`src/rtl/pp_fetch_stage_pkg.sv`:
```
// Shared pipeline definitions: data width, default bubble word and fetch-state encoding.
package pp_fetch_stage_pkg;

    localparam int XLEN = 32;

    localparam logic [XLEN-1:0] NOP_INST_DEFAULT = 32'h0000_0000;

    typedef enum logic {
        FS_RUN  = 1'b0,
        FS_PEND = 1'b1
    } fetch_state_e;

endpackage

```
`src/rtl/pp_ifid_reg.sv`:
```
// IF/ID pipeline register. Priority: reset, bubble (keeps PCs), hold, load.
module pp_ifid_reg
    import pp_fetch_stage_pkg::*;
#(
    parameter logic [XLEN-1:0] NOP_INST = NOP_INST_DEFAULT
) (
    input  logic            clk_i,
    input  logic            rst_ni,
    input  logic            bubble_i,
    input  logic            hold_i,
    input  logic [XLEN-1:0] inst_i,
    input  logic [XLEN-1:0] pc_i,
    input  logic [XLEN-1:0] pc4_i,
    output logic [XLEN-1:0] inst_o,
    output logic [XLEN-1:0] pc_o,
    output logic [XLEN-1:0] pc4_o,
    output logic            valid_o
);

    logic [XLEN-1:0] inst_q, inst_d;
    logic [XLEN-1:0] pc_q, pc_d;
    logic [XLEN-1:0] pc4_q, pc4_d;
    logic            valid_q, valid_d;

    always_comb begin
        inst_d  = inst_q;
        pc_d    = pc_q;
        pc4_d   = pc4_q;
        valid_d = valid_q;
        if (bubble_i) begin
            inst_d  = NOP_INST;
            valid_d = 1'b0;
        end else if (!hold_i) begin
            inst_d  = inst_i;
            pc_d    = pc_i;
            pc4_d   = pc4_i;
            valid_d = 1'b1;
        end
    end

    always_ff @(posedge clk_i) begin
        if (!rst_ni) begin
            inst_q  <= NOP_INST;
            pc_q    <= '0;
            pc4_q   <= '0;
            valid_q <= 1'b0;
        end else begin
            inst_q  <= inst_d;
            pc_q    <= pc_d;
            pc4_q   <= pc4_d;
            valid_q <= valid_d;
        end
    end

    assign inst_o  = inst_q;
    assign pc_o    = pc_q;
    assign pc4_o   = pc4_q;
    assign valid_o = valid_q;

endmodule

```
`src/rtl/pp_fetch_stage.sv`:
```
// Fetch stage: PC register, next-PC mux, stalled-redirect holding, IF/ID register.
// Optional performance counters are built only when FETCH_PERF_EN is defined.
module pp_fetch_stage
    import pp_fetch_stage_pkg::*;
#(
    parameter logic [XLEN-1:0] RESET_PC = 32'h0000_0000,
    parameter logic [XLEN-1:0] NOP_INST = NOP_INST_DEFAULT
) (
    input  logic            Clk,
    input  logic            Clrn,
    input  logic            Stall,
    input  logic            Flush,
    input  logic            Redirect,
    input  logic [XLEN-1:0] Redirect_PC,
    input  logic [XLEN-1:0] IMem_Data,
    output logic [XLEN-1:0] IMem_Addr,
    output logic [XLEN-1:0] I_PC,
    output logic [XLEN-1:0] I_Inst,
    output logic [XLEN-1:0] Inst,
    output logic [XLEN-1:0] D_PC,
    output logic [XLEN-1:0] D_PC4,
    output logic            D_Valid,
    output logic [XLEN-1:0] Perf_Fetch,
    output logic [XLEN-1:0] Perf_Stall,
    output logic [XLEN-1:0] Perf_Redir
);

    fetch_state_e    state_q, state_d;
    logic [XLEN-1:0] pc_q, pc_d;
    logic [XLEN-1:0] pend_pc_q, pend_pc_d;
    logic [XLEN-1:0] redir_pc;
    logic [XLEN-1:0] pc_plus4;
    logic            ifid_bubble;

    // Targets are word aligned; the low two bits are ignored.
    assign redir_pc = Redirect_PC & ~32'h0000_0003;
    assign pc_plus4 = pc_q + 32'd4;

    always_comb begin
        state_d   = state_q;
        pend_pc_d = pend_pc_q;
        pc_d      = pc_q;
        case (state_q)
            FS_RUN: begin
                if (Redirect && Stall) begin
                    state_d   = FS_PEND;
                    pend_pc_d = redir_pc;
                end
            end
            FS_PEND: begin
                if (Stall) begin
                    if (Redirect) pend_pc_d = redir_pc;
                end else begin
                    state_d = FS_RUN;
                end
            end
            default: state_d = FS_RUN;
        endcase
        if (!Stall) begin
            if (Redirect)                 pc_d = redir_pc;
            else if (state_q == FS_PEND)  pc_d = pend_pc_q;
            else                          pc_d = pc_plus4;
        end
    end

    always_ff @(posedge Clk) begin
        if (!Clrn) begin
            state_q   <= FS_RUN;
            pc_q      <= RESET_PC;
            pend_pc_q <= '0;
        end else begin
            state_q   <= state_d;
            pc_q      <= pc_d;
            pend_pc_q <= pend_pc_d;
        end
    end

    // The word at PC is on the wrong path whenever a redirect is taking effect.
    assign ifid_bubble = Flush | (~Stall & (Redirect | (state_q == FS_PEND)));

    pp_ifid_reg #(
        .NOP_INST (NOP_INST)
    ) u_ifid (
        .clk_i    (Clk),
        .rst_ni   (Clrn),
        .bubble_i (ifid_bubble),
        .hold_i   (Stall),
        .inst_i   (IMem_Data),
        .pc_i     (pc_q),
        .pc4_i    (pc_plus4),
        .inst_o   (Inst),
        .pc_o     (D_PC),
        .pc4_o    (D_PC4),
        .valid_o  (D_Valid)
    );

    assign IMem_Addr = pc_q;
    assign I_PC      = pc_q;
    assign I_Inst    = IMem_Data;

`ifdef FETCH_PERF_EN
    logic [XLEN-1:0] perf_fetch_q, perf_fetch_d;
    logic [XLEN-1:0] perf_stall_q, perf_stall_d;
    logic [XLEN-1:0] perf_redir_q, perf_redir_d;
    logic            fetch_load;

    assign fetch_load   = ~ifid_bubble & ~Stall;
    assign perf_fetch_d = perf_fetch_q + {{(XLEN-1){1'b0}}, fetch_load};
    assign perf_stall_d = perf_stall_q + {{(XLEN-1){1'b0}}, Stall};
    assign perf_redir_d = perf_redir_q + {{(XLEN-1){1'b0}}, Redirect};

    always_ff @(posedge Clk) begin
        if (!Clrn) begin
            perf_fetch_q <= '0;
            perf_stall_q <= '0;
            perf_redir_q <= '0;
        end else begin
            perf_fetch_q <= perf_fetch_d;
            perf_stall_q <= perf_stall_d;
            perf_redir_q <= perf_redir_d;
        end
    end

    assign Perf_Fetch = perf_fetch_q;
    assign Perf_Stall = perf_stall_q;
    assign Perf_Redir = perf_redir_q;
`else
    assign Perf_Fetch = '0;
    assign Perf_Stall = '0;
    assign Perf_Redir = '0;
`endif

endmodule

```
`config.mk`:
```
export PLATFORM = sky130hd
export DESIGN_NAME = pp_fetch_stage
export DESIGN_NICKNAME = d
export VERILOG_FILES = /design/src/rtl/pp_fetch_stage_pkg.sv /design/src/rtl/pp_ifid_reg.sv /design/src/rtl/pp_fetch_stage.sv
export SDC_FILE = /design/constraint.sdc
export NUM_CORES = 1
export LEC_CHECK = 0
export CAP_MARGIN = 20
export CELL_PAD_IN_SITES_DETAIL_PLACEMENT = 1
export CELL_PAD_IN_SITES_GLOBAL_PLACEMENT = 1
export CORE_MARGIN = 3
export CORE_UTILIZATION = 33
export CTS_BUF_LIST = sky130_fd_sc_hd__clkbuf_8
export CTS_CLUSTER_DIAMETER = 50
export CTS_CLUSTER_SIZE = 40
export DETAILED_ROUTE_END_ITERATION = 6
export GPL_ROUTABILITY_DRIVEN = 0
export PLACE_DENSITY_LB_ADDON = 0.1
export SETUP_SLACK_MARGIN = 0.5
export SYNTH_ARGS = -nofsm -noshare
export SYNTH_HDL_FRONTEND = slang
export SYNTH_SLANG_ARGS = --single-unit
```
`constraint.sdc`:
```
create_clock -name Clk -period 4.6 [get_ports Clk]
set_input_delay 0.69 -clock Clk [delete_from_list [all_inputs] [get_ports Clk]]
set_output_delay 0.69 -clock Clk [all_outputs]
set_load 0.05 [all_outputs]
```
Yosys cells after proc, flatten, opt, wreduce, memory -nomap -nowiden
Index checks and enable logic that the tools add are counted.
{"block": "word_totals", "latchBits": 0, "inputBits": 69, "ff_bits": 162, "mem_bits_ro": 0, "output_inout_bits": 289, "ramBits": 0, "memories": 0}
{"block": "op_classes", "n_eq_ne": 3, "n_reduce_logical": 4, "n_addsub": 1, "bitwise_logic": 7, "multipliers": 0, "div": 0, "mux": 9, "order_cmp": 0, "shift": 0}
{"cell": "32-bit two-way mux", "count": 5}
{"cell": "32-bit one-hot mux with 2 select lines", "count": 1}
{"cell": "32-bit by 3-bit adder with 32-bit output, second input constant", "count": 1}
{"cell": "2-bit inequality test, second input constant", "count": 3}
{"cell": "1-bit inverter", "count": 4}
{"cell": "3-bit AND reduction", "count": 1}
{"cell": "1-bit two-way mux", "count": 2}
{"cell": "1-bit bitwise OR", "count": 2}
{"cell": "1-bit one-hot mux with 2 select lines", "count": 1}
{"cell": "2-bit AND reduction", "count": 1}
{"cell": "2-bit OR reduction", "count": 1}
{"cell": "1-bit AND", "count": 1}
{"cell": "1-bit logical AND", "count": 1}

Depth between registers and ports, before layout
Gate-level depths: netlist (run 1).
{"block": "logic_depth", "word_depth": 5, "mapped_depth": 8}

By module
Synthesis (run 1) repeated with hierarchy kept, for this count alone.
{"block": "unflattened", "hier_cells": 1060, "hier_area_um2": 8564.5}
{"module": "pp_fetch_stage", "instances": 1, "area_each_um2": 4867.2, "cells_each": 660}
{"module": "pp_ifid_reg", "instances": 1, "area_each_um2": 3697.3, "cells_each": 400}

Worst setup path before layout (run 1)
OpenSTA, ideal clock, no wires.
{"block": "synth_path", "kind": "reg2reg", "start": "reg pc_q[2] (netlist: IMem_Addr[2])", "end": "reg pc_q[16] (netlist: IMem_Addr[16])", "n_path_buf": 0, "arrival_time_ps": 2232, "setup_time_ps": 118, "synth_period_minus_slack_ps": 2350, "stages_incl_launch_ff": 7, "required_time_ps": 4482, "slack_ps": 2250, "cell_sequence": "dfxtp_1 -> ha_1 -> nand3_1 -> nor3_4 -> nand3_1 -> a31o_2 -> a32o_1"}
{"block": "synth_via", "elab_chain_cells": 3}
{"item": "start: declaration", "line": "pp_fetch_stage.sv:29", "source": "logic [XLEN-1:0] pc_q, pc_d;"}
{"item": "start signal: assignment", "line": "pp_fetch_stage.sv:73", "source": "pc_q <= pc_d;"}
{"item": "32-bit by 3-bit adder with 32-bit output", "line": "pp_fetch_stage.sv:37", "source": "assign pc_plus4 = pc_q + 32'd4;"}
{"item": "32-bit two-way mux", "line": "pp_fetch_stage.sv:61", "source": "else if (state_q == FS_PEND) pc_d = pend_pc_q;"}
{"item": "32-bit two-way mux", "line": "pp_fetch_stage.sv:60", "source": "if (Redirect) pc_d = redir_pc;"}
Every way passes these cells.
A chain may end at the register's enable or synchronous reset.

Worst setup path in the final report (run 1)
{"block": "layout_path", "start": "reg pc_q[6] (netlist: IMem_Addr[6])", "end": "out I_PC[6]"}
{"item": "end: declaration", "line": "pp_fetch_stage.sv:17", "source": "output logic [XLEN-1:0] I_PC,"}
No word-level cell between the ends.

==> results.py, run 1 <==
metrics = {
    "run_status": {
        "status": "completed",
    },
    "timing": {
        "relSlewSlack_pct": 42.54,
        "setup_tns_ns": 0,
        "setup_violations": 0,
        "grt_setup_unrepaired": "no",
        "final.period_utilization_pct": 59.24,
        "skew_ns": 0.01487,
        "finalMaxSlewViolations": 0,
        "hold_viol": 0,
        "worstMarginPinSlew_ns": 0.8619,
        "finalCriticalPeriod_ns": 2.725,
        "max_freq_mhz": 367.0,
    },
    "logic_synthesis": {
        "synth_area_leaders": "dfxtp_1, buf_4, nand2_1",
        "synth_seq_cells": 154,
        "synth_top_area_share_pct": 38.02,
        "yosysWarningCount": 0,
        "synth_edf_count": 0,
        "synth.avg_cell_area_sq_um": 8.216,
        "synthCells": 987,
        "synth_area_leader_cell": "dfxtp_1",
        "synth.yosys.seq_area_share_pct": 38.02,
        "synth_cell_types": 58,
        "synth-async-reset-ratio_pct": 0,
        "synth_ff_type": "dfxtp_1",
        "netlist_area_sq_um": 8109,
    },
    "global_route": {
        "grt_pass1_wl_um": 39210,
        "grt_usage_pct": 18.72,
        "grt_max_degree": 87,
        "antenna_found_initial": 4,
        "globalRouteOverflowTotal": 0,
        "grt_pass1_vias": 6944,
    },
    "placement": {
        "dp_hpwl_um": 18210,
        "port_buffers": 251,
    },
    "detailed_routing": {
        "drtIter0Drc": 354,
        "drc_errors": 0,
        "wl_per_cell_um": 17.07,
        "detail-route-antenna-nets": 0,
        "vias": 6907,
        "routed_wl_um": 25170,
        "first_pass_iters": 4,
        "vias_per_cell": 4.683,
    },
    "hold_path": {
        "min_from": "u_ifid.valid_o$_SDFFE_PP0N_",
        "hold_path_depth": 2,
        "worstHoldPathType": "flip-flop to flip-flop",
        "min_to": "u_ifid.valid_o$_SDFFE_PP0N_",
    },
    "critical_path": {
        "cp_slowest_cell": "clkdlybuf4s50_1",
        "crit_buf_inv": 1,
        "start_kind": "flip-flop",
        "cp_cell_sequence": "clkdlybuf4s50_1",
        "max_stage_delay_ns": 0.91,
        "critical_path_required_ns": 3.91,
        "timing.rr.end": "IMem_Addr[16]$_SDFFE_PN0N_",
        "critPathTopFamily": "buffers and inverters",
        "rrSetupSlack_ns": 2.11,
        "crit_arrival_ns": 2.04,
        "rr_worst_depth": 6,
        "crit_fanout": 9,
        "critical_path_class": "flip-flop to output pin",
        "worstReg2RegStart": "IMem_Addr[2]$_SDFFE_PN0N_",
        "cp-end-kind": "output pin",
    },
    "clocking": {
        "clock-root-buffer": "clkbuf_8",
        "cts-resized-gates": 0,
        "clock_latency_ns": 0.46,
        "clkSlewWorstSetupHoldPaths_ns": 0.10,
        "h-tree-depth": 4,
        "cts_tree": "built",
        "cts.sinks": 154,
        "hold_buffers": 0,
        "cts_max_path_buffers": 2,
        "cts_buffers": 17,
        "cts_setup_buffers": 0,
    },
    "pwr": {
        "p_sw_share_pct": 38.73,
        "power.switching_mw": 1.292,
        "ir_drop_v": 0.0001478,
        "combPwrFrac_pct": 26.2,
        "p_int_mw": 2.043,
        "p_leak_nw": 4.045,
        "p_clk_share_pct": 30.3,
        "seq_power_share_pct": 43.5,
        "power.density_nw_per_um2": 320.3,
    },
    "floorplan": {
        "die_h_um": 162.8,
        "start_util_pct": 34.04,
        "num_rows": 56,
        "die_w_um": 162.8,
        "dieArea_sq_um": 26490,
        "core_sq_um": 23820,
        "ios": 358,
    },
    "final_layout": {
        "syn2layout_area_growth_pct": 28.39,
        "multi_input_area_sq_um": 3874,
        "fin_util_pct": 43.70,
        "drive_above_1_share_pct": 5.546,
        "num-fill-cells": 2878,
        "seq_area_sq_um": 3083,
        "finalNetCount": 1211,
    },
    "flow_run": {
        "drv_cap": 0,
    },
}
[cell type report]
cell class / count / share of cell area [%]
inverter: 11 / 0.3966
antenna: 2 / 0.04807
timing repair buffer: 265 / 25.29
clock buffer: 18 / 2.380
tap: 319 / 3.834
sequential: 154 / 29.61
clock inverter: 14 / 1.238
multi-input combinational: 692 / 37.21
[placed cells by master (no fill, tap or decap), types with 4 or more instances in the layout]
cell / Yosys / layout
clkbuf_8: 0 / 18
o31a_1: 5 / 5
conb_1: 1 / 104
nand4_1: 6 / 6
inv_1: 10 / 10
nand2_1: 168 / 168
o21ai_0: 53 / 53
xnor2_1: 8 / 8
xor2_1: 17 / 17
inv_8: 0 / 4
nor3_1: 7 / 7
a21oi_1: 51 / 51
inv_6: 0 / 5
o211a_1: 10 / 10
nand3_1: 22 / 22
and3_1: 15 / 15
clkdlybuf4s50_1: 0 / 249
dfxtp_1: 154 / 154
o21a_1: 5 / 5
o211ai_1: 5 / 5
a211oi_1: 7 / 7
a31oi_1: 10 / 10
a21boi_0: 61 / 61
nor2_1: 50 / 49
buf_4: 166 / 15
mux2i_1: 39 / 39
[cell usage after synthesis, types with 2 or more instances]
master / n
xor2_1: 17
and4_1: 2
mux2i_1: 39
and2_1: 3
o211ai_1: 5
and3_1: 15
inv_1: 10
o21a_1: 5
buf_1: 6
xnor2_1: 8
or3_1: 3
nor4_4: 2
or4_1: 3
nor3_2: 2
a21boi_0: 61
clkbuf_1: 51
a21oi_1: 51
o211a_1: 10
nand3_1: 22
nand2_1: 168
a311oi_1: 2
buf_4: 166
nand4_4: 2
o31a_1: 5
nor4_1: 3
nand4_1: 6
a211oi_1: 7
buf_2: 9
nor2_1: 50
nor2b_1: 3
nor3_1: 7
dfxtp_1: 154
o22ai_1: 3
a31oi_1: 10
o21ai_0: 53
o31ai_1: 2
[through the flow]
stage | hold WS (ns) | instances | power (mW) | worst slack (ns) | instance area (sq um)
floorplan | 0.4390 | 1090 | 2.186 | 2.250 | 8496
global placement | 0.4362 | 1440 | 2.350 | 1.615 | 10000
detailed placement | 0.4463 | 1441 | 2.360 | 1.600 | 10030
CTS | 0.4623 | 1473 | 3.385 | 1.822 | 10410
global route | 0.4884 | 1474 | 3.498 | 1.786 | 10410
finish | 0.4537 | 1475 | 3.335 | 1.875 | 10410
[how the worst max path moves through the flow]
stage          slack, ns  depth (start not counted)                       from                           end
2_1_floorplan       2.25                          6  IMem_Addr[2]$_SDFFE_PN0N_    IMem_Addr[16]$_SDFFE_PN0N_
3_3_place_gp        1.62                          6                   Redirect     pend_pc_q[4]$_SDFFE_PN0P_
3_5_place_dp        1.60                          7                   Redirect  u_ifid.pc4_o[8]$_SDFFE_PN0P_
4_1_cts             1.82                          1  IMem_Addr[6]$_SDFFE_PN0N_                       I_PC[6]
5_1_grt             1.79                          1  IMem_Addr[6]$_SDFFE_PN0N_                       I_PC[6]
6_report            1.87                          1  IMem_Addr[6]$_SDFFE_PN0N_                       I_PC[6]
[metal layers]
layer / track usage [%] / up-vias / wire (um)
li1: - / 3390 / -
met1: 25.22 / 3246 / 11770
met2: 28.82 / 251 / 11040
met3: 6.892 / 14 / 2164
met4: 4.037 / 6 / 163
met5: 0 / - / 35
[power groups by stage]
stage          registers [mW]  clock network [mW]  logic [mW]
2_1_floorplan            1.60                   0       0.589
3_3_place_gp             1.48                   0       0.869
3_5_place_dp             1.48                   0       0.877
4_1_cts                  1.45                1.05       0.879
5_1_grt                  1.46                1.11       0.922
6_report                 1.45                1.01       0.874
[kinds of logic after synthesis]
group,synth area share (%)
other,0.04624
adder cells (fa/ha/maj),0.1543
flip-flops,38.02
XOR/XNOR,2.700
buffers and inverters,19.13
AND/OR/NAND/NOR,17.07
AO/OA/AOI/OAI,18.07
multiplexers,4.814
[sequential cells by signal (all words and copies together), names as in the netlist]
| name | count |
|---|---|
| u_ifid.pc4_o | 30 |
| u_ifid.valid_o | 1 |
| state_q | 1 |
| u_ifid.pc_o | 30 |
| IMem_Addr | 30 |
| u_ifid.inst_o | 32 |
| pend_pc_q | 30 |
No activity file was read; power rests on OpenSTA's default activity.
==> inputs of run 2 (changes only) <==
Settings changed: CORE_UTILIZATION 33 to 28.
Clock period 4.6 ns to 2.2 ns, I/O delays scaled along.
==> run 2 against run 1 <==
  * Final area up 4.5%
  * Clock power up 130%
  * Wire length up 11%
  * Largest cell class unchanged
  * Largest power group unchanged
  * Highest routed layer unchanged
==> results.py, run 2 (synthesis gave the netlist of run 1 again) <==
metrics = {
    "detailed_routing": {
        "detail-route-antenna-nets": 0,
        "drc_errors": 0,
        "first_pass_iters": 5,
        "wl_per_cell_um": 17.47,
        "drtIter0Drc": 261,
        "routed_wl_um": 27940,
        "vias_per_cell": 4.509,
        "vias": 7214,
    },
    "timing": {
        "grt_setup_unrepaired": "yes",
        "max_freq_mhz": 563.4,
        "finalCriticalPeriod_ns": 1.775,
        "relSlewSlack_pct": 55.80,
        "setup_ws_ns": 0.4251,
        "setup_tns_ns": 0,
        "finalMaxSlewViolations": 0,
        "final.period_utilization_pct": 80.68,
        "setup_violations": 0,
        "skew_ns": 0.01612,
        "hold_viol": 0,
        "worstMarginPinSlew_ns": 0.6561,
        "hold_slack_ns": 0.3338,
    },
    "clocking": {
        "cts_tree": "built",
        "hold_buffers": 0,
        "clock-root-buffer": "clkbuf_8",
        "cts_buffers": 17,
        "clock_latency_ns": 0.45,
        "cts.sinks": 154,
        "h-tree-depth": 4,
        "clkSlewWorstSetupHoldPaths_ns": 0.10,
        "cts_max_path_buffers": 2,
    },
    "pwr": {
        "total_power_mw": 7.183,
        "p_leak_nw": 4.708,
        "power.density_nw_per_um2": 660.3,
        "ir_drop_v": 0.0003381,
    },
    "floorplan": {
        "dieArea_sq_um": 31040,
        "core_sq_um": 28160,
        "die_w_um": 176.2,
        "ios": 358,
        "num_rows": 61,
        "die_h_um": 176.2,
        "start_util_pct": 28.79,
    },
    "final_layout": {
        "syn2layout_area_growth_pct": 34.15,
        "drive_above_1_share_pct": 28.40,
        "layout_commonest_cell": "nand2_1",
        "layout_common_cells": "nand2_1, dfxtp_1, conb_1, buf_4, clkdlybuf4s50_1",
        "largest_reg_flops": 32,
        "diodes": 0,
        "finalNetCount": 1279,
    },
    "critical_path": {
        "crit_fanout": 5,
        "start_kind": "flip-flop",
        "cp-end-kind": "flip-flop",
        "critical_path_class": "flip-flop to flip-flop",
        "crit_arrival_ns": 2.11,
        "critical_path_required_ns": 2.53,
    },
    "global_route": {
        "grt_pass1_vias": 7084,
        "grt_pass1_wl_um": 41510,
        "grt_max_degree": 87,
        "globalRouteOverflowTotal": 0,
        "grt_usage_pct": 16.87,
        "antenna_found_initial": 3,
    },
    "run_status": {
        "status": "completed",
    },
    "placement": {
        "port_buffers": 251,
        "dp_slack_ns": 0.1631,
        "dp_hpwl_um": 19520,
    },
    "hold_path": {
        "worstHoldPathType": "input port to flip-flop",
    },
    "flow_run": {
        "drv_cap": 0,
    },
}
[run 2: worst paths after layout]
check,startpoint,end,slack (ns),cells past startpoint
hold reg to reg,u_ifid.valid_o$_SDFFE_PP0N_,u_ifid.valid_o$_SDFFE_PP0N_,0.46,2
setup / recovery,IMem_Addr[2]$_SDFFE_PN0N_,IMem_Addr[16]$_SDFFE_PN0N_,0.43,7
hold / removal,Clrn,IMem_Addr[28]$_SDFFE_PN0N_,0.33,2
setup reg to reg,IMem_Addr[2]$_SDFFE_PN0N_,IMem_Addr[16]$_SDFFE_PN0N_,0.43,7
[run 2: cell type report]
type                    count  area, sq um
clock buffers              18        247.7
clock inverters            14        157.7
fillers                  3363        17290
inverters                  11        41.29
multi-input cells         692         4106
flip-flops and latches    154         3158
well taps                 378        473.0
repair buffers            333         2694
[run 2: power breakdown]
part | total (mW) | switching (mW) | internal [mW]
Combinational | 1.90 | 1.40 | 0.499
Sequential | 3.00 | 0.107 | 2.89
Clock | 2.29 | 1.22 | 1.07
[run 2: metal layers]
metal	wire length [um]	share of wire [%]	global-route usage, %
met5	36	0.13	0
met3	2035	7.3	5.075
met2	12410	44	26.36
met4	159	0.57	2.969
met1	13300	48	23.30
[run 2: worst max-delay path, cell delays in order (launching register included)]
cell and delay [ns]:
dfxtp_4 0.42, ha_4 0.16, nand3_4 0.12, nor3_4 0.30
buf_6 0.15, nand3_4 0.07, a31o_4 0.23, a32o_1 0.19
[run 2: timing repair]
item / in CTS / in global routing
pin swaps: 22 / 33
resized for setup: 348 / 190
cloned: 0 / 2
setup endpoints to repair: 220 / 153
setup buffers: 36 / 9
[run 2: stage by stage]
step,util (%),area [sq um],cells
4_1_cts,39.21,11040,1589
3_3_place_gp,36.61,10310,1521
2_1_floorplan,-,8650,1090
6_report,38.62,10880,1600
3_5_place_dp,36.61,10310,1521
5_1_grt,38.62,10880,1600
==> inputs of run 3 (changes only) <==
Settings changed: CORE_UTILIZATION 28 to 31.
Clock period 2.2 ns to 1.8 ns, I/O delays scaled along.
==> run 3 against run 2 <==
  * Cell count up 3.7%
  * Critical path depth grew 1
  * Die area decreased by 9.4%
  * Core utilization grew 17 points
  * Critical endpoint is now u_ifid.pc4_o[22]$_SDFFE_PN0P_
  * Sequential power is 23% higher
  * Global-route usage grew 3.8 points
  * Fmax shrank 5.6%
  * The flow now finishes with violations (setup timing)
  * Sequential share of layout area is 6.0 points lower
  * Count of clock-buffer cells in the layout rose by 1
  * Clock power grew 28%
  * Register-to-register slack worse by 0.51 ns
==> results.py, run 3 (synthesis gave the netlist of run 1 again) <==
metrics = {
    "flow_run": {
        "drv_cap": 0,
    },
    "critical_path": {
        "worstSetupStartpoint": "IMem_Addr[2]$_SDFFE_PN0N_",
        "cp_cell_sequence": "ha_4 > nand3_4 > nor3_4 > nand4_1 > buf_4 > buf_6 > xnor2_2 > a21oi_1",
        "start_kind": "flip-flop",
        "cp-end-kind": "flip-flop",
        "critical_path_required_ns": 2.15,
        "critical_path_class": "flip-flop to flip-flop",
        "cp_slowest_cell": "dfxtp_4",
        "crit_arrival_ns": 2.23,
        "worstReg2RegStart": "IMem_Addr[2]$_SDFFE_PN0N_",
        "crit_fanout": 5,
        "max_stage_delay_ns": 0.42,
    },
    "clocking": {
        "clock_latency_ns": 0.46,
        "clock-root-buffer": "clkbuf_8",
        "clkSlewWorstSetupHoldPaths_ns": 0.10,
        "cts_tree": "built",
        "cts.sinks": 154,
        "cts_buffers": 17,
        "hold_buffers": 0,
        "cts_max_path_buffers": 2,
        "h-tree-depth": 4,
    },
    "global_route": {
        "grt_pass1_vias": 8053,
        "grt_usage_pct": 20.65,
        "antenna_found_initial": 2,
        "grt_pass1_wl_um": 46620,
        "grt_max_degree": 37,
        "globalRouteOverflowTotal": 0,
    },
    "pwr": {
        "p_leak_nw": 6.308,
        "ir_drop_v": 0.0003302,
        "total_power_mw": 9.750,
        "power.density_nw_per_um2": 685.7,
    },
    "hold_path": {
        "worstHoldPathType": "input port to flip-flop",
        "min_from": "IMem_Data[10]",
    },
    "final_layout": {
        "finalNetCount": 1385,
        "finalInstanceArea_sq_um": 14220,
        "layout_commonest_cell": "buf_6",
        "drive_above_1_share_pct": 50.30,
        "layout.cells.non_filler": 1659,
        "num-fill-cells": 2769,
        "syn2layout_area_growth_pct": 75.34,
        "layout_common_cells": "buf_6, conb_1, nand2_1",
        "largest_reg_flops": 32,
    },
    "placement": {
        "port_buffers": 251,
        "placed_cell_area_sq_um": 10890,
        "dp.cells": 1522,
        "dp_slack_ns": -0.4615,
        "dp_hpwl_um": 20470,
    },
    "detailed_routing": {
        "wl_per_cell_um": 20.67,
        "drtIter0Drc": 322,
        "first_pass_iters": 4,
        "drc_errors": 0,
        "vias_per_cell": 4.855,
        "vias": 8055,
        "routed_wl_um": 34300,
        "detail-route-antenna-nets": 0,
    },
    "timing": {
        "max_freq_mhz": 531.6,
        "hold_slack_ns": 0.2475,
        "skew_ns": 0.01719,
        "hold_viol": 0,
        "setup_violations": 6,
        "finalCriticalPeriod_ns": 1.881,
        "finalMaxSlewViolations": 0,
        "grt_setup_unrepaired": "yes",
        "final.period_utilization_pct": 104.5,
        "setup_ws_ns": -0.08104,
    },
    "floorplan": {
        "dieArea_sq_um": 28140,
        "die_w_um": 167.7,
        "start_util_pct": 31.84,
        "die_h_um": 167.7,
        "core_sq_um": 25470,
        "num_rows": 58,
        "ios": 358,
    },
    "run_status": {
        "status": "finished, violations left",
        "violations": "setup timing",
    },
}
[run 3: changes by cell type in the layout (fill, tap and decap cells not counted), moves of 55 or more]
cell / before / now
buf_12: 3 / 58
buf_6: 10 / 148
buf_8: 1 / 65
clkbuf_2: 62 / 0
dfxtp_1: 128 / 51
dfxtp_2: 9 / 80
nand2_1: 166 / 98
[run 3: repair_timing]
action / in CTS / in global routing
setup buffers: 59 / 34
resized for setup: 538 / 356
setup endpoints to repair: 283 / 282
pin swaps: 92 / 90
cloned: 7 / 4
[run 3: where the power goes]
group	switching (mW)	total, mW	internal, mW
Clock	1.47	2.93	1.46
Combinational	1.96	3.14	1.18
Sequential	0.143	3.68	3.54
Total	3.57	9.75	6.18
[run 3: area by class of cell]
| cell class | count | area [sq um] | area share, % |
|---|---|---|---|
| inverters | 11 | 43.79 | 0.3080 |
| clock inverters | 13 | 165.2 | 1.162 |
| repair buffers | 439 | 5376 | 37.81 |
| diodes | 1 | 2.502 | 0.01760 |
| well taps | 330 | 412.9 | 2.904 |
| clock buffers | 19 | 261.5 | 1.839 |
| flip-flops and latches | 154 | 3269 | 22.99 |
| multi-input cells | 692 | 4687 | 32.96 |
[run 3: stage by stage]
stage	TNS (ns)	util (%)
floorplan	-0.1852	-
finish	-0.1491	55.82
global placement	-20.11	42.74
CTS	0	49.85
detailed placement	-24.97	42.74
global route	-1.221	55.82
[run 3: per-layer routing]
layer	track usage (%)	vias up	part of all wire [%]
li1	-	3742	-
met1	27.51	3945	42
met2	33.92	327	49
met3	5.028	39	7.4
met4	4.803	2	1.6
met5	0	-	0.058
[run 3: path summary, 6_finish.rpt]
check / depth (start not counted) / endpoint / slack [ns]
worst max-delay path: 8 / u_ifid.pc4_o[22]$_SDFFE_PN0P_ / -0.08
worst min-delay path: 3 / u_ifid.inst_o[10]$_SDFFE_PP0N_ / 0.25
worst max register to register: 8 / u_ifid.pc4_o[22]$_SDFFE_PN0P_ / -0.08
worst min register to register: 2 / pend_pc_q[15]$_SDFFE_PN0P_ / 0.46
[run 3: worst max-delay path, delay by kind of cell (launching register included)]
family                     cells  cell delay, ns
AOI/OAI and AO/OA              1            0.10
xor gates and xnor gates       1            0.16
adders and majority gates      1            0.18
buffers and inverters          2            0.32
DFF                            1            0.42
and+or+nand+nor                3            0.60
